[config.mk]
export PLATFORM = sky130hd
export DESIGN_NAME = uart_tx_mmio
export DESIGN_NICKNAME = d
export VERILOG_FILES = /design/src/rtl/uart_tx_mmio.sv
export SDC_FILE = /design/constraint.sdc
export NUM_CORES = 1
export LEC_CHECK = 0
export ABC_AREA = 1
export ABC_CLOCK_PERIOD_IN_PS = 2400
export BUFFER_PORTS_ARGS = -buffer_cell sky130_fd_sc_hd__buf_2
export CAP_MARGIN = 20
export CORE_MARGIN = 8
export CORE_UTILIZATION = 52
export DETAILED_ROUTE_END_ITERATION = 7
export PLACE_DENSITY = 0.79
export REMOVE_ABC_BUFFERS = 1
export SETUP_SLACK_MARGIN = 0.05
export SYNTH_ARGS = -nofsm -noshare
export SYNTH_HDL_FRONTEND = slang
export SYNTH_SLANG_ARGS = --single-unit
[constraint.sdc]
create_clock -name clk -period 2.4 [get_ports clk]
set_input_delay 0.24 -clock clk [delete_from_list [all_inputs] [get_ports clk]]
set_output_delay 0.24 -clock clk [all_outputs]
set_load 0.1 [all_outputs]
[src/rtl/uart_tx_mmio.sv]
// uart_tx_mmio
//   Memory-mapped 8N1 UART transmitter sitting on the single-cycle core's
//   data-memory port. Stores to TXDATA queue a byte in a small FIFO, and the TX
//   FSM shifts the queued bytes out on txd. STATUS is returned combinationally
//   so that a load completes in the same cycle.
//
//   Register window (8 bytes at MMIO_BASE, alu_result[1:0] ignored):
//     +0 TXDATA  W: push write_data[7:0]        R: 0
//     +4 STATUS  W: write_data[10]=1 clears overflow
//                R: {20'b0, tx_busy, overflow, full, empty, count[7:0]}
//
// Ports
//   clk         system clock, rising edge
//   rst         asynchronous active-high reset
//   mem_write   core store strobe
//   alu_result  core data address
//   write_data  core store data
//   mmio_sel    address falls inside the window
//   mmio_rdata  read data for the addressed register
//   txd         UART serial output, idle high, registered
//   tx_busy     a frame is being shifted
//
// state | meaning
// ------+----------------------------------------------
// IDLE  | line high, waiting for a byte in the FIFO
// START | start bit (low) for CLKS_PER_BIT cycles
// DATA  | 8 data bits, LSB first, CLKS_PER_BIT each
// STOP  | stop bit (high); chains into START if FIFO non-empty

module uart_tx_mmio #(
    parameter int          CLKS_PER_BIT = 868,
    parameter int          FIFO_DEPTH   = 16,
    parameter logic [31:0] MMIO_BASE    = 32'hFFFF_0000
) (
    input  logic        clk,
    input  logic        rst,
    input  logic        mem_write,
    input  logic [31:0] alu_result,
    input  logic [31:0] write_data,
    output logic        mmio_sel,
    output logic [31:0] mmio_rdata,
    output logic        txd,
    output logic        tx_busy
);

    localparam int PW = $clog2(FIFO_DEPTH);
    localparam int CW = PW + 1;
    localparam int BW = $clog2(CLKS_PER_BIT);

    typedef enum logic [1:0] {
        ST_IDLE,
        ST_START,
        ST_DATA,
        ST_STOP
    } state_t;

    state_t         state, state_nxt;
    logic [BW-1:0]  baud_cnt, baud_nxt;
    logic [2:0]     bit_idx, bit_nxt;
    logic [7:0]     shift_reg, shift_nxt;
    logic           txd_reg, txd_nxt;

    logic [7:0]     fifo_mem [FIFO_DEPTH];
    logic [PW-1:0]  wr_ptr, rd_ptr;
    logic [CW-1:0]  count;
    logic           overflow;

    logic           hit, wr_txdata, wr_status;
    logic           push, pop, ovf_set, ovf_clr;
    logic           empty, full, baud_tc;
    logic [7:0]     count_ext;
    logic           unused_bits;

    // ------------------------------------------------------------ decode
    assign hit       = (alu_result[31:3] == MMIO_BASE[31:3]);
    assign mmio_sel  = hit;
    assign wr_txdata = mem_write && hit && !alu_result[2];
    assign wr_status = mem_write && hit &&  alu_result[2];

    assign empty     = (count == '0);
    assign full      = (count == CW'(FIFO_DEPTH));
    assign count_ext = 8'(count);

    // A pop in the same cycle does not free a slot: full is the pre-edge value.
    assign push      = wr_txdata && !full;
    assign ovf_set   = wr_txdata &&  full;
    assign ovf_clr   = wr_status && write_data[10];

    assign unused_bits = ^{write_data[31:11], write_data[9:8], alu_result[1:0]};

    always_comb begin
        mmio_rdata = '0;
        if (hit && alu_result[2]) begin
            mmio_rdata = {20'b0, tx_busy, overflow, full, empty, count_ext};
        end
    end

    // ------------------------------------------------------------ FIFO
    always_ff @(posedge clk) begin
        if (push) begin
            fifo_mem[wr_ptr] <= write_data[7:0];
        end
    end

    always_ff @(posedge clk or posedge rst) begin
        if (rst) begin
            wr_ptr   <= '0;
            rd_ptr   <= '0;
            count    <= '0;
            overflow <= 1'b0;
        end else begin
            if (push) wr_ptr <= wr_ptr + PW'(1);
            if (pop)  rd_ptr <= rd_ptr + PW'(1);
            case ({push, pop})
                2'b10:   count <= count + CW'(1);
                2'b01:   count <= count - CW'(1);
                default: count <= count;
            endcase
            // Set has priority over a same-cycle clear.
            if (ovf_set)      overflow <= 1'b1;
            else if (ovf_clr) overflow <= 1'b0;
        end
    end

    // ------------------------------------------------------------ TX FSM
    assign baud_tc = (baud_cnt == BW'(CLKS_PER_BIT - 1));
    assign txd     = txd_reg;
    assign tx_busy = (state != ST_IDLE);

    always_ff @(posedge clk or posedge rst) begin
        if (rst) begin
            state     <= ST_IDLE;
            baud_cnt  <= '0;
            bit_idx   <= '0;
            shift_reg <= '0;
            txd_reg   <= 1'b1;
        end else begin
            state     <= state_nxt;
            baud_cnt  <= baud_nxt;
            bit_idx   <= bit_nxt;
            shift_reg <= shift_nxt;
            txd_reg   <= txd_nxt;
        end
    end

    // txd_nxt is the line level for the coming cycle, so the registered txd
    // changes on the same edge as the state.
    always_comb begin
        state_nxt = state;
        baud_nxt  = baud_cnt;
        bit_nxt   = bit_idx;
        shift_nxt = shift_reg;
        txd_nxt   = txd_reg;
        pop       = 1'b0;
        case (state)
            ST_IDLE: begin
                txd_nxt  = 1'b1;
                baud_nxt = '0;
                if (!empty) begin
                    pop       = 1'b1;
                    shift_nxt = fifo_mem[rd_ptr];
                    bit_nxt   = '0;
                    txd_nxt   = 1'b0;
                    state_nxt = ST_START;
                end
            end
            ST_START: begin
                txd_nxt = 1'b0;
                if (baud_tc) begin
                    baud_nxt  = '0;
                    txd_nxt   = shift_reg[0];
                    state_nxt = ST_DATA;
                end else begin
                    baud_nxt = baud_cnt + BW'(1);
                end
            end
            ST_DATA: begin
                if (baud_tc) begin
                    baud_nxt = '0;
                    if (bit_idx == 3'd7) begin
                        txd_nxt   = 1'b1;
                        state_nxt = ST_STOP;
                    end else begin
                        shift_nxt = {1'b0, shift_reg[7:1]};
                        bit_nxt   = bit_idx + 3'd1;
                        txd_nxt   = shift_reg[1];
                    end
                end else begin
                    baud_nxt = baud_cnt + BW'(1);
                end
            end
            ST_STOP: begin
                txd_nxt = 1'b1;
                if (baud_tc) begin
                    baud_nxt = '0;
                    if (!empty) begin
                        pop       = 1'b1;
                        shift_nxt = fifo_mem[rd_ptr];
                        bit_nxt   = '0;
                        txd_nxt   = 1'b0;
                        state_nxt = ST_START;
                    end else begin
                        state_nxt = ST_IDLE;
                    end
                end else begin
                    baud_nxt = baud_cnt + BW'(1);
                end
            end
            default: begin
                txd_nxt   = 1'b1;
                baud_nxt  = '0;
                state_nxt = ST_IDLE;
            end
        endcase
    end

endmodule
Word-level counts from Yosys, hierarchy flattened
Memories as Yosys holds them, arrays and structs flattened.
Index checks and enable logic that the tools add are counted.
{ "totals": {"ramBits": 128, "memories": 1, "rom_bits": 0, "input_bits": 67, "regBits": 38, "elab_cells": 83, "out_inout_bits": 35, "latch_bits": 0} }
{ "classes": {"div": 0, "shifts": 0, "mul": 0, "magnitude_cmp": 0, "n_addsub": 6, "bitwise": 0, "mux": 34, "eq_ne": 15, "reduce_logical": 18} }
{ "memory_table": {"columns": ["memory", "words", "width", "rd", "rd_ports_with_merged_regs", "wr", "line", "text"], "rows": [
  ["fifo_mem", 16, 8, 1, 0, 1, "63", "logic [7:0] fifo_mem [FIFO_DEPTH];"]
]} }
{ "ops": {"columns": ["operator", "n"], "rows": [
  ["$mux W8", 4],
  ["$eq A29 B29 Y1 const B", 1],
  ["$pmux W8 S3", 1],
  ["$pmux W10 S2", 1],
  ["$mux W1", 12],
  ["$mux W12", 1],
  ["$mux W3", 4],
  ["$ne A2 B2 Y1 const B", 6],
  ["$add A10 B1 Y10 const B", 1],
  ["$eq A10 B10 Y1 const B", 1],
  ["$mux W10", 1],
  ["$mux W2", 5],
  ["$pmux W5 S2", 1],
  ["$pmux W3 S3", 1],
  ["$add A4 B1 Y4 const B", 2],
  ["$pmux W2 S4", 1],
  ["$logic_and A1 B1 Y1", 7],
  ["$eq A2 B2 Y1 const B", 3],
  ["$reduce_bool A2 Y1", 3],
  ["$add A5 B1 Y5 const B", 1],
  ["$eq A5 B5 Y1 const B", 1],
  ["$logic_not A5 Y1", 1],
  ["$reduce_and A5 Y1", 1],
  ["$sub A5 B1 Y5 const B", 1],
  ["10 further kinds", 12]
]} }

Longest topological paths before layout
Gate-level depths: netlist of run 1.
{ "logic_depth": {"depth_word": 6, "depth_mapped": 21, "ltp_nobuf": 20} }

Worst setup path after synthesis of run 1
OpenSTA, ideal clock, no wires.
{ "synth_timing": {"path_kind": "input port to output port", "startpoint": "in alu_result[10]", "endpoint": "out mmio_rdata[9]", "cell_stages": 7, "required_ps": 2160, "t_arrival_ps": 3244, "slack_ps": -1084, "n_path_buf": 0, "cell_sequence": "nor2_2 nand2_1 nor2_2 nand2_2 nor2_8 nand2_2 nor3_1"} }
{ "synth_between": {"elab_chain_len": 3} }
{ "synth_rtl": {"columns": ["element", "line", "text"], "rows": [
  ["from (decl)", "38", "input logic [31:0] alu_result,"],
  ["$eq A29 B29 Y1", "75", "assign hit = (alu_result[31:3] == MMIO_BASE[31:3]);"],
  ["via mmio_sel", "40", "output logic mmio_sel,"],
  ["$logic_and A1 B1 Y1", "93", "if (hit && alu_result[2]) begin"],
  ["$mux W12", "93", null],
  ["to (decl)", "41", "output logic [31:0] mmio_rdata,"]
]} }
The timed path passes the listed nets, and every way through them passes these cells.

Worst setup path after layout of run 1
{ "layout_timing": {"startpoint": "reg baud_cnt[0]", "endpoint": "reg txd_reg (netlist: txd)"} }
{ "layout_between": {"elab_chain_len": 3, "elab_cells_between_ends": 5, "classes_between": "eq/ne: 2; mux: 3"} }
{ "layout_rtl": {"columns": ["element", "line", "text"], "rows": [
  ["from (decl)", "58", "logic [BW-1:0] baud_cnt, baud_nxt;"],
  ["from (signal assigned)", "139", "baud_cnt <= baud_nxt;"],
  ["$eq A10 B10 Y1 (*)", "126", "assign baud_tc = (baud_cnt == BW'(CLKS_PER_BIT - 1));"],
  ["$mux W1 (on tied branches)", "194, 169", null],
  ["$pmux W1 S4", "155", "case (state)"],
  ["to (signal assigned)", "142", "txd_reg <= txd_nxt;"],
  ["to (decl)", "61", "logic txd_reg, txd_nxt;"]
]} }
Mark *: on every way between the ends. The rest lies on a longest branch, timed or not.
A chain may end at the register's enable or synchronous reset.

==> reports/summary.log, run 1 <==
[outcome] run status complete, no violations
[logic_synthesis] async set-reset flop share out of synthesis 22.9%
[detailed_routing] final antenna-violating net count 0
[logic_synthesis] top_reg_cell synth sky130_fd_sc_hd__edfxtp_1
[logic_synthesis] register area share after synthesis 60.6%
[finish] Layout Area Growth over Synthesis 18.8%
[setup_path] class of the most critical setup path flip-flop to flip-flop
[floorplan] horizontal die dimension 139 µm
[logic_synthesis] synthesized netlist cell count 817
[cts] post-CTS clock slew at the launch and capture registers of the worst setup and hold paths 0.06 ns
[setup_path] Critical path origin baud_cnt[0]$_DFF_PP0_
[setup_path] nature of the critical path endpoint flip-flop
[logic_synthesis] area share of the leading cell type in the synthesized netlist 48.6%
[finish] count of antenna diodes in the layout 0
[finish] share of layout cells above drive strength 1 21.0%
[timing] post-route fraction of the period consumed by the critical path 99.3%
[logic_synthesis] combinational family with the most area after synthesis simple AND/OR/NAND/NOR gates
[finish] area of all sequential standard cells 4800 µm²
[logic_synthesis] cell area after synthesis 7910 µm²
[global_route] largest net degree at the start of global routing 69
[floorplan] overall die height 139 µm
[cts] Max clock buf depth 2
[cts] Worst-Skew Late Latency 0.42 ns
[timing] sum of negative setup slack 0 ns
[floorplan] floorplan core area 15,000 µm²
[power_and_ir_drop] power per cell area 623 nW/µm²
[detailed_routing] violation count after the first detailed-routing iteration 488
[finish] Filler Cell Count 1,131
[floorplan] Placement Rows 45
[setup_path] critical path required time 2.75 ns
[global_route] vias in the first global route 5,741
[finish] NumNets Final 1,018
[timing] RSZ-0062 raised after global routing true
[detailed_routing] DRC violations left 0
[detailed_routing] detail-routed via count per cell 5.27
[logic_synthesis] number of library cell types mapped by synthesis 34
[floorplan] total I/O pin count 102
[logic_synthesis] mean instance size in the synthesized netlist 9.68 µm²
[logic_synthesis] commonest cells in the netlist sky130_fd_sc_hd__nand2_1 (213), sky130_fd_sc_hd__edfxtp_1 (128), sky130_fd_sc_hd__nor2_1 (120)
[floorplan] Total Die Area 19,400 µm²
[global_route] gr ovfl total 0
[hold_path] startpoint of the lowest-slack hold path write_data[10]
[logic_synthesis] Synth area leader sky130_fd_sc_hd__edfxtp_1
[logic_synthesis] adder and majority gate portion of the synthesized area 2.69%
[cts] number of sinks driven by the clock tree 166
[power_and_ir_drop] maximum ir drop on the vdd rail 0.650 mV
[timing] number of failing hold endpoints at the final stage 0
[logic_synthesis] count of flip-flops with a built-in enable after synthesis 128
[placement] cell total after placement 1,077
[run] Max Cap Violations 0
[logic_synthesis] Synth Area in XOR/XNOR 1.33%
[logic_synthesis] flip-flop and latch count after synthesis 166
[timing] Layout Skew 0.00670 ns
[cts] htree depth 4
[global_route] overall track demand over capacity in global routing 18.6%
[setup_path] launch instance of the worst register-to-register path baud_cnt[0]$_DFF_PP0_
[global_route] antenna violations before repair 0
[cts] TritonCTS clock tree yes
[hold_path] worst hold-check path type input port to flip-flop
[setup_path] largest fanout on the critical path 2
[setup_path] startpoint type of the worst setup path flip-flop
[logic_synthesis] post-synthesis simple-gate area fraction 23.1%
[timing] time the final worst path needs with I/O delays and setup 2.38 ns
[logic_synthesis] top-count cell post-synth sky130_fd_sc_hd__nand2_1
[finish] final std cells w/o fill 1,135
[floorplan] Initial Util 52.6%
[detailed_routing] average wire per cell in the routed design 16.1 µm
[placement] count of input and output buffers 53
[timing] Setup Viol. Count Final 0
[timing] hold slack final 0.118 ns
[placement] estimated wirelength of the detail-placed design 11,600 µm
[power_and_ir_drop] static leakage power 4.06 nW
[logic_synthesis] Synth Area in Compound Gates 5.12%
[cts] clock buffer count from CTS 17
[detailed_routing] Detailed Routing Iterations Pass 1 5
[setup_path] Worst EP arrival 2.74 ns
[placement] routability cong. 0.834
[detailed_routing] Total Routed Length 18,300 µm
[finish] number of flip-flops under the largest register name 128
[logic_synthesis] synthesis warning total 0
[finish] area of the multi-input gates 2750 µm²
[cts] clock tree root driver cell sky130_fd_sc_hd__clkbuf_16
[timing] Peak Freq 420 MHz
[detailed_routing] via count of the routed design 5,979
[logic_synthesis] mux share of post-synthesis cell area 0%
[logic_synthesis] cell types occupying the most area after synthesis sky130_fd_sc_hd__edfxtp_1 (49%), sky130_fd_sc_hd__dfrtp_1 (12%), sky130_fd_sc_hd__nand2_1 (10%)
[timing] final slew viol count 0
[global_route] wire length of the first global-routing pass 28,500 µm
-- cell usage in the layout, fill, tap and decap left out, types with 5 or more instances in the layout --
cell type and count:
sky130_fd_sc_hd__nand3_1 51, sky130_fd_sc_hd__dfrtp_1 35, sky130_fd_sc_hd__clkbuf_16 17, sky130_fd_sc_hd__conb_1 23, sky130_fd_sc_hd__xor2_1 8, sky130_fd_sc_hd__nand2_1 209
sky130_fd_sc_hd__a21oi_1 22, sky130_fd_sc_hd__inv_1 52, sky130_fd_sc_hd__edfxtp_1 128, sky130_fd_sc_hd__nor2_1 120, sky130_fd_sc_hd__nand2_2 6, sky130_fd_sc_hd__nor3_1 18
sky130_fd_sc_hd__nand4_1 8, sky130_fd_sc_hd__o21ai_0 32, sky130_fd_sc_hd__buf_4 70, sky130_fd_sc_hd__inv_2 12, sky130_fd_sc_hd__ha_1 14, sky130_fd_sc_hd__o211ai_1 8
sky130_fd_sc_hd__clkinvlp_4 5, sky130_fd_sc_hd__buf_2 53, sky130_fd_sc_hd__o21ai_1 9
-- report_power, final --
part	total [W]	leakage, nW	switching [W]	internal (W)
Clock	0.00250	0.249	0.00108	0.00142
Combinational	0.000257	2.19	0.000225	0.0000322
Sequential	0.00310	1.62	0.0000000000133	0.00310
Total	0.00586	4.06	0.00130	0.00455
-- cell families after synthesis --
kind of cell / count (synthesis)
buffers and inverters: 114
DFF: 166
other: 1
and+or+nand+nor: 432
xor gates and xnor gates: 12
adders and majority gates: 17
AOI/OAI and AO/OA: 75
-- routing by layer --
layer	part of all wire [%]	vias to the layer above	track usage, %
met1	39	2832	21.5
met4	2.4	0	7.11
met5	0	-	0
li1	-	2894	-
met3	6.6	36	4.00
met2	52	217	33.2
-- worst max-delay path, cell delays in order, from the launching register on --
cell and delay (ns):
sky130_fd_sc_hd__dfrtp_1 0.36, sky130_fd_sc_hd__ha_2 0.20, sky130_fd_sc_hd__inv_2 0.06, sky130_fd_sc_hd__nor3_4 0.16, sky130_fd_sc_hd__nand3_2 0.14, sky130_fd_sc_hd__buf_4 0.16
sky130_fd_sc_hd__buf_6 0.10, sky130_fd_sc_hd__buf_4 0.12, sky130_fd_sc_hd__buf_4 0.13, sky130_fd_sc_hd__buf_4 0.12, sky130_fd_sc_hd__buf_4 0.12, sky130_fd_sc_hd__buf_4 0.12
sky130_fd_sc_hd__buf_4 0.12, sky130_fd_sc_hd__buf_4 0.13, sky130_fd_sc_hd__nand2_2 0.05, sky130_fd_sc_hd__nand4_1 0.08, sky130_fd_sc_hd__nand2_1 0.09, sky130_fd_sc_hd__nand2_1 0.06
-- cell type report --
class                           instances  area share [%]
Clock buffer                           20            4.65
Clock inverter                         12            1.12
Inverter                               64            2.56
Multi-Input combinational cell        559            29.3
Sequential cell                       166            51.1
Tap cell                              188            2.50
Timing Repair Buffer                  126            8.85
-- path summary, 6_finish.rpt --
check | endpoint | slack (ns) | depth (start not counted)
max in group asynchronous | txd$_DFFE_PP1P_ | 1.55 | 4
worst min register to register | shift_reg[6]$_DFFE_PP0P_ | 0.49 | 2
worst min-delay path | overflow$_DFFE_PP0P_ | 0.12 | 4
min in group asynchronous | count[2]$_DFFE_PP0P_ | 0.48 | 4
worst max-delay path | txd$_DFFE_PP1P_ | 0.02 | 17
worst max register to register | txd$_DFFE_PP1P_ | 0.02 | 17
-- per-stage QoR --
step           cell area (µm²)  total power, W  worst slack [ns]  util (%)
3_5_place_dp              8540         0.00341           -0.0986      56.8
5_1_grt                   9400         0.00602            -0.156      62.5
6_report                  9400         0.00586            0.0164      62.5
3_3_place_gp              8540         0.00341           -0.0152      56.8
2_1_floorplan             7670         0.00334             -1.08         -
4_1_cts                   9280         0.00588           -0.0197      61.7
-- what timing repair did --
action,4_1_cts,5_1_grt
setup buffers,19,8
pin swaps,12,16
endpoints found under the setup margin,3,5
endpoints found under the hold margin,37,0
hold buffers,1,0
resized for setup,12,14
(Power assumes the default switching activity.)
==> run 2, diff against run 1 <==
Settings changed: PLACE_DENSITY 0.79 to 0.83.
==> reports/summary.log, run 2 (same netlist as run 1, synthesis figures left out) <==
[setup_path] class of the most critical setup path flip-flop to flip-flop
[finish] top library cells by usage in the layout, fill and taps aside sky130_fd_sc_hd__nand2_1 (207), sky130_fd_sc_hd__edfxtp_1 (128), sky130_fd_sc_hd__nor2_1 (120)
[detailed_routing] Detailed Routing Iterations Pass 1 5 [unchanged]
[cts] htree depth 4 [unchanged]
[finish] most frequent standard cell in the layout excluding fill and tap cells sky130_fd_sc_hd__nand2_1
[detailed_routing] DRC violations left 0 [unchanged]
[timing] Peak Freq 404 MHz [-3.8%]
[timing] worst-margin pin slew 0.815 ns
[finish] count of antenna diodes in the layout 0 [unchanged]
[outcome] run status complete, but fails checks
[global_route] overall track demand over capacity in global routing 19.4% [+0.74 points]
[cts] clock buffer count from CTS 17 [unchanged]
[power_and_ir_drop] maximum ir drop on the vdd rail 0.725 mV [+11%]
[cts] Worst-Skew Late Latency 0.43 ns [about the same]
[finish] NumNets Final 1,007 [-1.1%]
[setup_path] startpoint type of the worst setup path flip-flop
[hold_path] worst hold-check path type input port to flip-flop
[cts] TritonCTS clock tree yes
[timing] Setup Viol. Count Final 3 [+3]
[setup_path] critical path required time 2.72 ns [-0.03 ns]
[cts] Max clock buf depth 2 [unchanged]
[outcome] violations in the final reports negative setup slack
[finish] Layout Area Growth over Synthesis 18.3%
[detailed_routing] detail-routed via count per cell 5.45 [+3.5%]
[floorplan] Total Die Area 19,400 µm² [unchanged]
[run] Max Cap Violations 0 [unchanged]
[placement] estimated wirelength of the detail-placed design 11,700 µm [+1.2%]
[cts] number of sinks driven by the clock tree 166 [unchanged]
[floorplan] floorplan core area 15,000 µm² [unchanged]
[finish] number of flip-flops under the largest register name 128 [unchanged]
[timing] RSZ-0062 raised after global routing true
[setup_path] Worst EP arrival 2.79 ns [+0.05 ns]
[floorplan] horizontal die dimension 139 µm [unchanged]
[global_route] vias in the first global route 5,927 [+3.2%]
[global_route] wire length of the first global-routing pass 29,800 µm [+4.4%]
[placement] routability cong. 0.848 [+1.7%]
[floorplan] Placement Rows 45 [unchanged]
[timing] Worst slew margin 45.6%
[global_route] gr ovfl total 0 [unchanged]
[detailed_routing] average wire per cell in the routed design 17.0 µm [+5.5%]
[floorplan] Initial Util 52.6% [unchanged]
[timing] time the final worst path needs with I/O delays and setup 2.48 ns [+0.0929 ns]
[power_and_ir_drop] static leakage power 4.03 nW [-0.63%]
[timing] crit path setup slack, layout -0.0764 ns [-0.0929 ns]
[timing] hold slack final 0.150 ns [+0.0315 ns]
[timing] post-route fraction of the period consumed by the critical path 103% [+3.9 points]
[placement] setup slack after placement -0.139 ns [-0.0407 ns]
[detailed_routing] violation count after the first detailed-routing iteration 732 [+50%]
[timing] number of failing hold endpoints at the final stage 0 [unchanged]
[finish] fraction of the core area covered by cells at the end of the flow 62.3% [-0.25 points]
[placement] count of input and output buffers 53 [unchanged]
[global_route] antenna violations before repair 0 [unchanged]
[timing] Layout Skew 0.00883 ns [+0.00213 ns]
[cts] post-CTS clock slew at the launch and capture registers of the worst setup and hold paths 0.07 ns [about the same]
[floorplan] overall die height 139 µm [unchanged]
[cts] clock tree root driver cell sky130_fd_sc_hd__clkbuf_16
[detailed_routing] final antenna-violating net count 0 [unchanged]
[power_and_ir_drop] power per cell area 651 nW/µm² [+4.5%]
[detailed_routing] via count of the routed design 6,127 [+2.5%]
[timing] final slew viol count 0 [unchanged]
[floorplan] total I/O pin count 102 [unchanged]
[finish] share of layout cells above drive strength 1 20.2% [-0.82 points]
[setup_path] largest fanout on the critical path 4 [+2]
[setup_path] nature of the critical path endpoint flip-flop
[timing] sum of negative setup slack -0.158 ns [-0.158 ns]
[detailed_routing] Total Routed Length 19,200 µm [+4.5%]
[global_route] largest net degree at the start of global routing 69 [unchanged]
## run 2: cell count changes in the layout (fill, tap and decap cells not counted), moves of 2 or more
| cell | delta |
|---|---|
| sky130_fd_sc_hd__buf_4 | -13 |
| sky130_fd_sc_hd__buf_6 | +2 |
| sky130_fd_sc_hd__bufinv_16 | +2 |
| sky130_fd_sc_hd__clkinv_4 | +2 |
| sky130_fd_sc_hd__clkinvlp_4 | -2 |
| sky130_fd_sc_hd__nand2_1 | -2 |
| sky130_fd_sc_hd__nand2_2 | +2 |
## run 2: repair_timing
action | CTS | global route
pin swaps | 10 | 11
hold endpoints to repair | 19 | 0
endpoints found under the setup margin | 3 | 4
resized for setup | 13 | 15
setup buffers | 11 | 10
hold buffers | 1 | 0
## run 2: final cells by class
type	count	area, µm²
timing repair buffer	115	757
clock inverter	12	154
inverter	64	240
multi-input combinational	559	2740
sequential	166	4800
tap	188	235
clock buffer	20	437
fill	1111	5670
## run 2: critical path, cell delays in order, from the launching register on
cell                      delay (ns)
sky130_fd_sc_hd__dfrtp_1        0.41
sky130_fd_sc_hd__inv_2          0.08
sky130_fd_sc_hd__nand2_2        0.06
sky130_fd_sc_hd__nor3_4         0.23
sky130_fd_sc_hd__nand3_2        0.13
sky130_fd_sc_hd__o21ai_2        0.17
sky130_fd_sc_hd__nand2_2        0.08
sky130_fd_sc_hd__inv_2          0.08
sky130_fd_sc_hd__ha_4           0.15
sky130_fd_sc_hd__buf_4          0.11
sky130_fd_sc_hd__buf_6          0.11
sky130_fd_sc_hd__xor2_4         0.21
sky130_fd_sc_hd__nand2_2        0.10
sky130_fd_sc_hd__nand2_2        0.09
sky130_fd_sc_hd__nand2_2        0.07
sky130_fd_sc_hd__nand3_1        0.09
sky130_fd_sc_hd__nand2_1        0.07
sky130_fd_sc_hd__nand2_1        0.07
sky130_fd_sc_hd__nand2_1        0.05
## run 2: final timing paths
path / slack [ns] / to / startpoint / cells after the start
max: -0.08 / count[4]$_DFFE_PP0P_ / baud_cnt[3]$_DFF_PP0_ / 18
max in group asynchronous: 1.15 / txd$_DFFE_PP1P_ / rst / 4
min reg2reg: 0.47 / txd$_DFFE_PP1P_ / txd$_DFFE_PP1P_ / 2
min: 0.15 / overflow$_DFFE_PP0P_ / write_data[10] / 4
min in group asynchronous: 0.51 / count[0]$_DFFE_PP0P_ / rst / 3
max reg2reg: -0.08 / count[4]$_DFFE_PP0P_ / baud_cnt[3]$_DFF_PP0_ / 18
## run 2: report_power, final
| group | leakage [nW] | switching (W) | internal, W |
|---|---|---|---|
| registers | 1.62 | 0.0000000000133 | 0.00310 |
| clock network | 0.277 | 0.00110 | 0.00163 |
| logic | 2.14 | 0.000228 | 0.0000332 |
## run 2: through the flow
| step | power, W | std cells | instance area (µm²) |
|---|---|---|---|
| after global routing | 0.00622 | 1124 | 9360 |
| after floorplan | 0.00334 | 789 | 7670 |
| after detailed placement | 0.00341 | 1071 | 8490 |
| final | 0.00610 | 1124 | 9360 |
| after global placement | 0.00341 | 1071 | 8490 |
| after CTS | 0.00610 | 1115 | 9230 |
## run 2: layer usage
metal  up-vias  global-route usage, %  wire (µm)  share of wire [%]
met5         -                      0          0                  0
met4         0                   8.95        564                2.9
met3        52                   4.45       1480                7.7
met2       293                   34.3      10000                 52
met1      2919                   21.8       7070                 37
li1       2863                      -          -                  -
==> run 3, diff against run 2 <==
Settings changed: ABC_CLOCK_PERIOD_IN_PS 2400 to 2800, CORE_UTILIZATION 52 to 58, PLACE_DENSITY 0.83 to 0.87, RECOVER_POWER set to 50.
Clock period 2.4 ns to 2.8 ns, I/O delays scaled along.
==> reports/summary.log, run 3 (same netlist as run 1, synthesis figures left out) <==
[setup_path] nature of the critical path endpoint flip-flop
[setup_path] worst path cell trace ha_2 > inv_1 > nor3_2 > nand3_1 > o21ai_2 > nand2_2 > inv_2 > ha_2 > xor2_2 > ha_1 > inv_1 > nand2_1 > nand2_1 > nand2_1 > nand2_1 > nand2_1 > nand2_1 > nand2_1 > nand2_1 > nand2_1
[global_route] gr ovfl total 0 [unchanged]
[finish] fraction of the core area covered by cells at the end of the flow 67.7% [+5.4 points]
[global_route] largest net degree at the start of global routing 69 [unchanged]
[placement] estimated wirelength of the detail-placed design 11,700 µm [-0.40%]
[timing] time the final worst path needs with I/O delays and setup 2.60 ns [+0.121 ns]
[detailed_routing] Detailed Routing Iterations Pass 1 6 [+1]
[global_route] antenna violations before repair 0 [unchanged]
[detailed_routing] via count of the routed design 5,895 [-3.8%]
[finish] NumNets Final 975 [-3.2%]
[timing] RSZ-0062 raised after global routing false
[detailed_routing] final antenna-violating net count 0 [unchanged]
[placement] count of input and output buffers 53 [unchanged]
[setup_path] critical path required time 3.17 ns [+0.45 ns]
[timing] Setup Viol. Count Final 0 [-3]
[outcome] violations in the final reports negative hold slack
[cts] TritonCTS clock tree yes
[timing] sum of negative setup slack 0 ns [+0.158 ns]
[finish] top library cells by usage in the layout, fill and taps aside sky130_fd_sc_hd__nand2_1 (213), sky130_fd_sc_hd__edfxtp_1 (128), sky130_fd_sc_hd__nor2_1 (120)
[finish] count of antenna diodes in the layout 0 [unchanged]
[timing] Layout Skew 0.00797 ns [-0.000862 ns]
[finish] share of layout cells above drive strength 1 15.3% [-4.9 points]
[power_and_ir_drop] static leakage power 3.84 nW [-4.8%]
[detailed_routing] DRC violations left 0 [unchanged]
[cts] post-CTS clock slew at the launch and capture registers of the worst setup and hold paths 0.07 ns [about the same]
[floorplan] overall die height 133 µm [-4.7%]
[timing] hold slack final -0.00861 ns [-0.159 ns]
[setup_path] flop-to-flop setup slack 0.20 ns [+0.28 ns]
[setup_path] launch instance of the worst register-to-register path baud_cnt[1]$_DFF_PP0_
[cts] clock buffer count from CTS 17 [unchanged]
[timing] worst-margin pin slew 0.831 ns [+0.0162 ns]
[power_and_ir_drop] maximum ir drop on the vdd rail 0.588 mV [-19%]
[cts] Max clock buf depth 2 [unchanged]
[power_and_ir_drop] power per cell area 580 nW/µm² [-11%]
[setup_path] most common cell type on the critical path sky130_fd_sc_hd__nand2_1
[hold_path] worst hold-check path type input port to asynchronous set/reset pin
[finish] Layout Area Growth over Synthesis 13.7%
[placement] setup slack after placement 0.0814 ns [+0.221 ns]
[finish] most frequent standard cell in the layout excluding fill and tap cells sky130_fd_sc_hd__nand2_1
[setup_path] class of the most critical setup path flip-flop to flip-flop
[detailed_routing] average wire per cell in the routed design 16.8 µm [-1.3%]
[floorplan] total I/O pin count 102 [unchanged]
[timing] Worst slew margin 44.6% [-1.0 points]
[floorplan] Total Die Area 17,600 µm² [-9.2%]
[global_route] overall track demand over capacity in global routing 20.7% [+1.4 points]
[cts] clock tree root driver cell sky130_fd_sc_hd__clkbuf_16
[detailed_routing] detail-routed via count per cell 5.46 [+0.23%]
[run] Max Cap Violations 0 [unchanged]
[floorplan] Initial Util 59.5% [+6.9 points]
[setup_path] Worst EP arrival 2.97 ns [+0.18 ns]
[global_route] wire length of the first global-routing pass 28,500 µm [-4.3%]
[outcome] run status complete, but fails checks
[placement] routability cong. 0.799 [-5.7%]
[floorplan] floorplan core area 13,300 µm² [-12%]
[setup_path] startpoint type of the worst setup path flip-flop
[floorplan] horizontal die dimension 133 µm [-4.7%]
[timing] final slew viol count 0 [unchanged]
[timing] crit path setup slack, layout 0.203 ns [+0.279 ns]
[setup_path] slowest cell on the critical path sky130_fd_sc_hd__dfrtp_1
[detailed_routing] Total Routed Length 18,100 µm [-5.3%]
[timing] number of failing hold endpoints at the final stage 18 [+18]
[cts] htree depth 4 [unchanged]
[setup_path] Critical path origin baud_cnt[1]$_DFF_PP0_
[cts] Worst-Skew Late Latency 0.43 ns [about the same]
[timing] Peak Freq 385 MHz [-4.6%]
[setup_path] worst stage delay on the critical path 0.40 ns [about the same]
[setup_path] largest fanout on the critical path 3 [-1]
[timing] post-route fraction of the period consumed by the critical path 92.8% [-10 points]
[finish] number of flip-flops under the largest register name 128 [unchanged]
[detailed_routing] violation count after the first detailed-routing iteration 578 [-21%]
[cts] number of sinks driven by the clock tree 166 [unchanged]
[floorplan] Placement Rows 42 [-6.7%]
[global_route] vias in the first global route 5,779 [-2.5%]
[run 3: cell types whose count changed in the layout (fill, tap and decap cells not counted), moves of 3 or more]
cell                       before  now
sky130_fd_sc_hd__buf_4         57   27
sky130_fd_sc_hd__buf_6          3    0
sky130_fd_sc_hd__buf_2         53   45
sky130_fd_sc_hd__nand2_1      207  213
sky130_fd_sc_hd__inv_8          0    3
sky130_fd_sc_hd__nand2_2        8    3
sky130_fd_sc_hd__clkbuf_1       3   10
[run 3: report_power, final]
| part | leakage (nW) | internal [W] | total (W) | switching [W] |
|---|---|---|---|---|
| sequential | 1.62 | 0.00266 | 0.00266 | 0.00000000000950 |
| combinational | 1.94 | 0.0000237 | 0.000218 | 0.000194 |
| clock | 0.282 | 0.00133 | 0.00235 | 0.00101 |
[run 3: path summary, 6_finish.rpt]
path                            cells past startpoint               endpoint
worst max-delay path                               20   count[4]$_DFFE_PP0P_
worst min-delay path                                2   count[2]$_DFFE_PP0P_
worst max register to register                     20   count[4]$_DFFE_PP0P_
worst min register to register                      2        txd$_DFFE_PP1P_
max in group asynchronous                           3  baud_cnt[9]$_DFF_PP0_
min in group clk                                    4   overflow$_DFFE_PP0P_
[run 3: repair_timing]
action                                 CTS  global route
hold buffers                             0             0
gates resized for setup                  0             5
setup endpoints to repair                0             2
setup buffers                            0             3
endpoints found under the hold margin    0             0
[run 3: metrics by stage]
step	hold slack, ns	cell area [µm²]	total power (W)	instances
3_3_place_gp	0.454	8370	0.00292	1045
4_1_cts	0.00547	8970	0.00524	1076
2_1_floorplan	0.379	7670	0.00286	789
6_report	-0.00861	9000	0.00522	1079
3_5_place_dp	0.463	8370	0.00293	1045
5_1_grt	0.0517	9000	0.00536	1079
[run 3: critical path: cells and delay by family (launching register included)]
kind	cells	cell delay [ns]
flip-flops	1	0.40
XOR/XNOR	1	0.17
adder cells (fa/ha/maj)	3	0.61
AND/OR/NAND/NOR	12	0.96
AO/OA/AOI/OAI	1	0.20
buffers and inverters	3	0.21
[run 3: final cells by class]
type	instances	area [µm²]
flip-flops and latches	166	4800
fillers	938	4300
multi-input cells	559	2660
repair buffers	83	485
clock buffers	17	425
inverters	64	240
well taps	176	220
clock inverters	14	169
[run 3: per-layer routing]
metal	vias to the layer above	global-route usage, %	routed length, µm
met1	2745	23.1	6700
met4	0	9.91	541
met5	-	0	0
met3	50	4.16	1380
met2	292	37.0	9520
li1	2808	-	-
